**src/rtl/univ_counter_reg.sv**
```systemverilog
// Universal WIDTH-bit counter/register with hold, up, down, load, shift and clear modes.
// A programmable wrap point and carry chaining allow modulo and multi-digit counters.
module univ_counter_reg #(
    parameter int               WIDTH   = 8,
    parameter logic [WIDTH-1:0] MOD_MAX = {WIDTH{1'b1}}
) (
    input  logic             clk,
    input  logic             rst,
    input  logic             cin,
    input  logic [2:0]       mode,
    input  logic [WIDTH-1:0] pin,
    input  logic             sin,
    output logic [WIDTH-1:0] q,
    output logic             cout,
    output logic             sout,
    output logic [2:0]       mout
);

    typedef enum logic [2:0] {
        MODE_HOLD  = 3'b000,
        MODE_UP    = 3'b001,
        MODE_DOWN  = 3'b010,
        MODE_LOAD  = 3'b011,
        MODE_SHL   = 3'b100,
        MODE_SHR   = 3'b101,
        MODE_CLEAR = 3'b110,
        MODE_RSVD  = 3'b111
    } mode_e;

    mode_e            w_mode;
    logic [WIDTH-1:0] r_q;
    logic [WIDTH-1:0] w_next;
    logic             w_atTop;
    logic             w_atZero;
    logic             w_cout;
    logic             w_sout;

    assign w_mode   = mode_e'(mode);
    // Values loaded above MOD_MAX count as "at top" so the next up-count wraps to 0.
    assign w_atTop  = (r_q >= MOD_MAX);
    assign w_atZero = (r_q == '0);

    always_comb begin
        w_next = r_q;
        case (w_mode)
            MODE_HOLD:  w_next = r_q;
            MODE_UP: begin
                if (cin) begin
                    w_next = w_atTop ? '0 : r_q + WIDTH'(1);
                end
            end
            MODE_DOWN: begin
                if (cin) begin
                    w_next = w_atZero ? MOD_MAX : r_q - WIDTH'(1);
                end
            end
            MODE_LOAD:  w_next = pin;
            MODE_SHL:   w_next = {r_q[WIDTH-2:0], sin};
            MODE_SHR:   w_next = {sin, r_q[WIDTH-1:1]};
            MODE_CLEAR: w_next = '0;
            MODE_RSVD:  w_next = r_q;
            default:    w_next = r_q;
        endcase
    end

    always_comb begin
        w_cout = 1'b0;
        w_sout = 1'b0;
        case (w_mode)
            MODE_UP:   w_cout = cin & w_atTop;
            MODE_DOWN: w_cout = cin & w_atZero;
            MODE_SHL:  w_sout = r_q[WIDTH-1];
            MODE_SHR:  w_sout = r_q[0];
            default: begin
                w_cout = 1'b0;
                w_sout = 1'b0;
            end
        endcase
    end

    always_ff @(posedge clk or negedge rst) begin
        if (!rst) begin
            r_q <= '0;
        end else begin
            r_q <= w_next;
        end
    end

    assign q    = r_q;
    assign cout = w_cout;
    assign sout = w_sout;
    assign mout = mode;

endmodule

```
**config.mk**
```make
export PLATFORM = sky130hd
export DESIGN_NAME = univ_counter_reg
export DESIGN_NICKNAME = d
export VERILOG_FILES = /design/src/rtl/univ_counter_reg.sv
export SDC_FILE = /design/constraint.sdc
export NUM_CORES = 1
export LEC_CHECK = 0
export CAP_MARGIN = 10
export CORE_ASPECT_RATIO = 1.5
export CORE_MARGIN = 2
export CORE_UTILIZATION = 54
export CTS_BUF_LIST = sky130_fd_sc_hd__clkbuf_8
export CTS_CLUSTER_DIAMETER = 80
export DETAILED_ROUTE_END_ITERATION = 7
export PLACE_DENSITY = 0.95
export SYNTH_ARGS = -nofsm -noshare
export SYNTH_HDL_FRONTEND = slang
export SYNTH_SLANG_ARGS = --single-unit
```
**constraint.sdc**
```tcl
create_clock -name clk -period 2.21 [get_ports clk]
set_input_delay 0.3315 -clock clk [delete_from_list [all_inputs] [get_ports clk]]
set_output_delay 0.3315 -clock clk [all_outputs]
set_load 0.005 [all_outputs]
```
Word level (Yosys, flattened, before mapping)

Index checks and enable logic that the tools add are counted.

Register bits: 8
Input bits: 15
Output and inout bits: 13
Logic and storage cells: 27

$add $sub $neg: 2
$lt $le $gt $ge: 1
Equality and inequality tests: 9
Muxes and demuxes: 7
Bitwise gates (word level): 3
Reductions and logical operators: 4

Operators by type and width:

| kind                | number |
|---|---|
| $pmux 8 s6          | 1 |
| $mux 8              | 4 |
| $eq 3x3->1 const B  | 4 |
| $add 8x1->8 const B | 1 |
| $ge 8x8->1 const B  | 1 |
| $logic_not 8->1     | 1 |
| $sub 8x1->8 const B | 1 |
| $eq 3x2->1 const B  | 2 |
| $ne 2x2->1 const B  | 2 |
| $pmux 1 s2          | 2 |
| $eq 3x1->1 const B  | 1 |
| $logic_not 3->1     | 1 |
| $reduce_and 3->1    | 1 |
| $and 1x1->1         | 2 |
| $reduce_or 2->1     | 1 |
| $not 1->1           | 1 |

Depth between registers and ports, before layout

Depth after elaboration: 4
Gate-level depth with buffers: 7
Mapped depth without buffers: 6

Worst setup path before layout

OpenSTA, ideal clock, no wires.

Kind: register to output
Start: register r_q[0] (netlist: q[0])
End: output port cout
Arrival time: 1.354 ns
Data required time: 1.879 ns
Path slack: 0.525 ns
Cell stages (with the launch flop): 7
Cells stage by stage: dfrtp_1 -> clkbuf_1 -> inv_1 -> ha_1 -> nand3_1 -> o32ai_1 -> and3_1

Cells in the longest elaborated chain, start to end: 3

Ends and longest elaborated chain:

| element                                              | RTL line | text |
|---|---|---|
| start: declaration                                   | 31       | `logic [WIDTH-1:0] r_q;` |
| start signal: assignment                             | 85       | `r_q <= w_next;` |
| $ge 8x8->1 / $logic_not 8->1 (equally long branches) | 40, 41   |  |
| $and 1x1->1, on equally long branches                | 70, 71   |  |
| $pmux 1 s2 (*)                                       | 69       | `case (w_mode)` |
| end: declaration                                     | 14       | `output logic cout,` |

Every way passes the cells marked *; elsewhere a longest branch is shown, timed or not.

Worst setup path in the final report

Start: input port mode[1]
End: output port sout

Cells in the longest elaborated chain, start to end: 2

Ends and longest elaborated chain:

| element            | RTL line | text |
|---|---|---|
| start: declaration | 10       | `input logic [2:0] mode,` |
| $eq 3x3->1         | 69       |  |
| $pmux 1 s2 (*)     | 69       |  |
| end: declaration   | 15       | `output logic sout,` |

Marked as above.

==> results.json <==
{
  "cts-buffers-inserted": 3,
  "ys_types": 43,
  "cts_tree": "done",
  "slowest_stage": "clkdlybuf4s50_1",
  "grt_use_total": 0.348,
  "setup_viol": 0,
  "antenna_found_initial": 0,
  "rsz0062_at_grt": "no",
  "n_fill_cell": 130,
  "crit_top_cell": "clkdlybuf4s50_1",
  "post-route-period-util": 0.936,
  "min_period_ps": 2070,
  "final_antenna_net_count": 0,
  "holdWs_ps": 377,
  "hpwl_mm": 2.52,
  "cp.arrival_ps": 1740,
  "totalWireLength_mm": 3.59,
  "ys_ff_latch": 8,
  "power_density_mw_per_mm2": 924,
  "largest_reg_flops": 8,
  "critPathLaunchType": "input port",
  "tns_ps": 0,
  "rows": 19,
  "synth_nets": 162,
  "dp_slack_ps": 9.32,
  "wl_per_cell_um": 17.9,
  "pin_count": 28,
  "drtIter0Drc": 75,
  "final_common_cell": "clkdlybuf4s50_1",
  "async_flop_share": 1.00,
  "skew_ps": 8.55,
  "syn2layout_area_growth_pct": 40.5,
  "p_int_uw": 776,
  "routed-via-count": 1324,
  "min_path_type": "input port to async pin",
  "fp.dieW_um": 40.3,
  "relSlewSlack": 0.554,
  "h-tree-depth": 1,
  "fmax_mhz": 483,
  "firstDrtPassIters": 5,
  "final_nets": 199,
  "p_comb_frac": 0.680,
  "cp_slowest_stage_delay_ps": 510,
  "end_kind": "output pin",
  "clockRootBuffer": "clkbuf_8",
  "status": "finished, final reports clean",
  "synth_area_mm2": 0.00106,
  "synth-main-ff-cell": "dfrtp_1",
  "netlist_instances": 145,
  "clkPwrFrac": 0.131,
  "drive_above_1_share": 0.206,
  "setup.worst_path.class": "input port to output pin",
  "core_area_mm2": 0.00185,
  "finalHoldViolations": 0,
  "yosys_warnings": 0,
  "ff2ff_setup_slack_ps": 420,
  "final_cell_mix": "clkdlybuf4s50_1 (26), buf_4 (18), nor2_1 (15)",
  "drv_cap": 0,
  "clk_pin_slew_ps": 40,
  "p_seq_frac": 0.189,
  "grt_overflow": 0,
  "gp_congestion": 0.956,
  "power_leakage_uw": 0.000623,
  "grt_pass1_vias": 1292,
  "p_sw_uw": 607,
  "diodes": 0,
  "io_buffers": 27,
  "clk_path_buf_depth": 2,
  "ir_drop_uv": 513,
  "cp_data_required_time_ps": 1880,
  "cp_cell_sequence": "clkdlybuf4s50_1 > buf_4 > nand2b_2 > nor2_1 > clkdlybuf4s50_1",
  "grt_pass1_wl_mm": 5.71,
  "drc": 0,
  "synth_edf_count": 0,
  "start_util": 0.574,
  "final_max_slew_viol_count": 0,
  "die_area_mm2": 0.00235,
  "worstMarginPinSlew_ps": 662,
  "seq_area_frac_synth": 0.188,
  "syn_area_per_cell_um2": 7.34,
  "fp.dieH_um": 58.4,
  "grt_start_max_net_pins": 13,
  "switching_share": 0.439,
  "vias_per_cell": 6.59,
  "cp_max_fo": 9,
  "fin_util": 0.807,
  "layout_setup_ws_ps": 141,
  "insertion_delay_ps": 240,
  "clkSinkCount": 8
}
==> what timing repair did <==
action | CTS | global route
pin swaps | 3 | 0
setup buffers | 4 | 0
resized for setup | 8 | 1
hold buffers | 0 | 0
setup endpoints to repair | 1 | 1
==> cell usage after synthesis, types with 2 or more instances <==
| library cell | count | share of area |
|---|---|---|
| a31oi_1 | 2 | 0.012 |
| nand3_1 | 7 | 0.033 |
| o32ai_1 | 2 | 0.016 |
| mux2i_1 | 7 | 0.066 |
| buf_2 | 3 | 0.014 |
| and3_1 | 2 | 0.012 |
| inv_1 | 9 | 0.032 |
| xnor2_1 | 4 | 0.033 |
| a21oi_1 | 6 | 0.028 |
| buf_4 | 10 | 0.071 |
| nand2_1 | 9 | 0.032 |
| o31ai_1 | 3 | 0.021 |
| o21ai_1 | 5 | 0.023 |
| clkbuf_1 | 3 | 0.011 |
| ha_1 | 2 | 0.023 |
| a22oi_1 | 3 | 0.021 |
| nor2_1 | 15 | 0.053 |
| nor3_1 | 3 | 0.014 |
| nand2b_1 | 3 | 0.018 |
| dfrtp_1 | 8 | 0.19 |
| a211oi_1 | 3 | 0.021 |
| o22ai_1 | 4 | 0.023 |
| o21ai_0 | 12 | 0.056 |
==> critical path: cells and delay by family <==
| kind | cells | cell delay (ps) |
|---|---|---|
| and+or+nand+nor | 2 | 290 |
| buffers and inverters | 3 | 1120 |
==> through the flow <==
stage,area (um^2),power (uW),instances
2_1_floorplan,1060,770,145
3_3_place_gp,1380,1050,194
3_5_place_dp,1380,1080,194
4_1_cts,1490,1350,201
5_1_grt,1500,1460,201
6_report,1500,1380,201
==> power groups by stage <==
stage               Sequential (uW)  Combinational, uW  Clock [uW]
global placement                242                808           0
detailed placement              247                835           0
global route                    268               1000         192
floorplan                       244                526           0
finish                          262                940         181
CTS                             261                906         186
==> cell type report <==
| class | instances | area [um^2] | area share |
|---|---|---|---|
| Inverter | 9 | 33.8 | 0.0226 |
| Tap cell | 21 | 26.3 | 0.0176 |
| Clock buffer | 3 | 41.3 | 0.0276 |
| Sequential cell | 8 | 200 | 0.134 |
| Multi-Input combinational cell | 111 | 746 | 0.498 |
| Timing Repair Buffer | 49 | 449 | 0.300 |
==> cells by family after synthesis <==
| kind of cell | Yosys count | share of synthesized area |
|---|---|---|
| XOR/XNOR | 4 | 0.0329 |
| multiplexers | 7 | 0.0658 |
| buffers and inverters | 26 | 0.137 |
| AO/OA/AOI/OAI | 47 | 0.297 |
| AND/OR/NAND/NOR | 50 | 0.244 |
| adder cells (fa/ha/maj) | 3 | 0.0341 |
| flip-flops | 8 | 0.188 |
==> path summary, 6_finish.rpt <==
kind | from | end | cells past startpoint
worst max-delay path | mode[1] | sout | 5
min in group clk | q[0] | q[0] | 2
max in group asynchronous | rst | q[4] | 1
worst min register to register | q[0] | q[0] | 2
worst max register to register | q[4] | q[5] | 7
worst min-delay path | rst | q[1] | 1
==> per-layer routing <==
layer	part of all wire	wire, um	vias to the layer above	global-route usage
met5	0	0	-	0
met3	0.099	355	31	0.0642
met2	0.51	1820	106	0.574
li1	-	-	594	-
met1	0.33	1200	593	0.381
met4	0.062	221	0	0.233
Note: power is estimated with default switching activity, not from simulation.
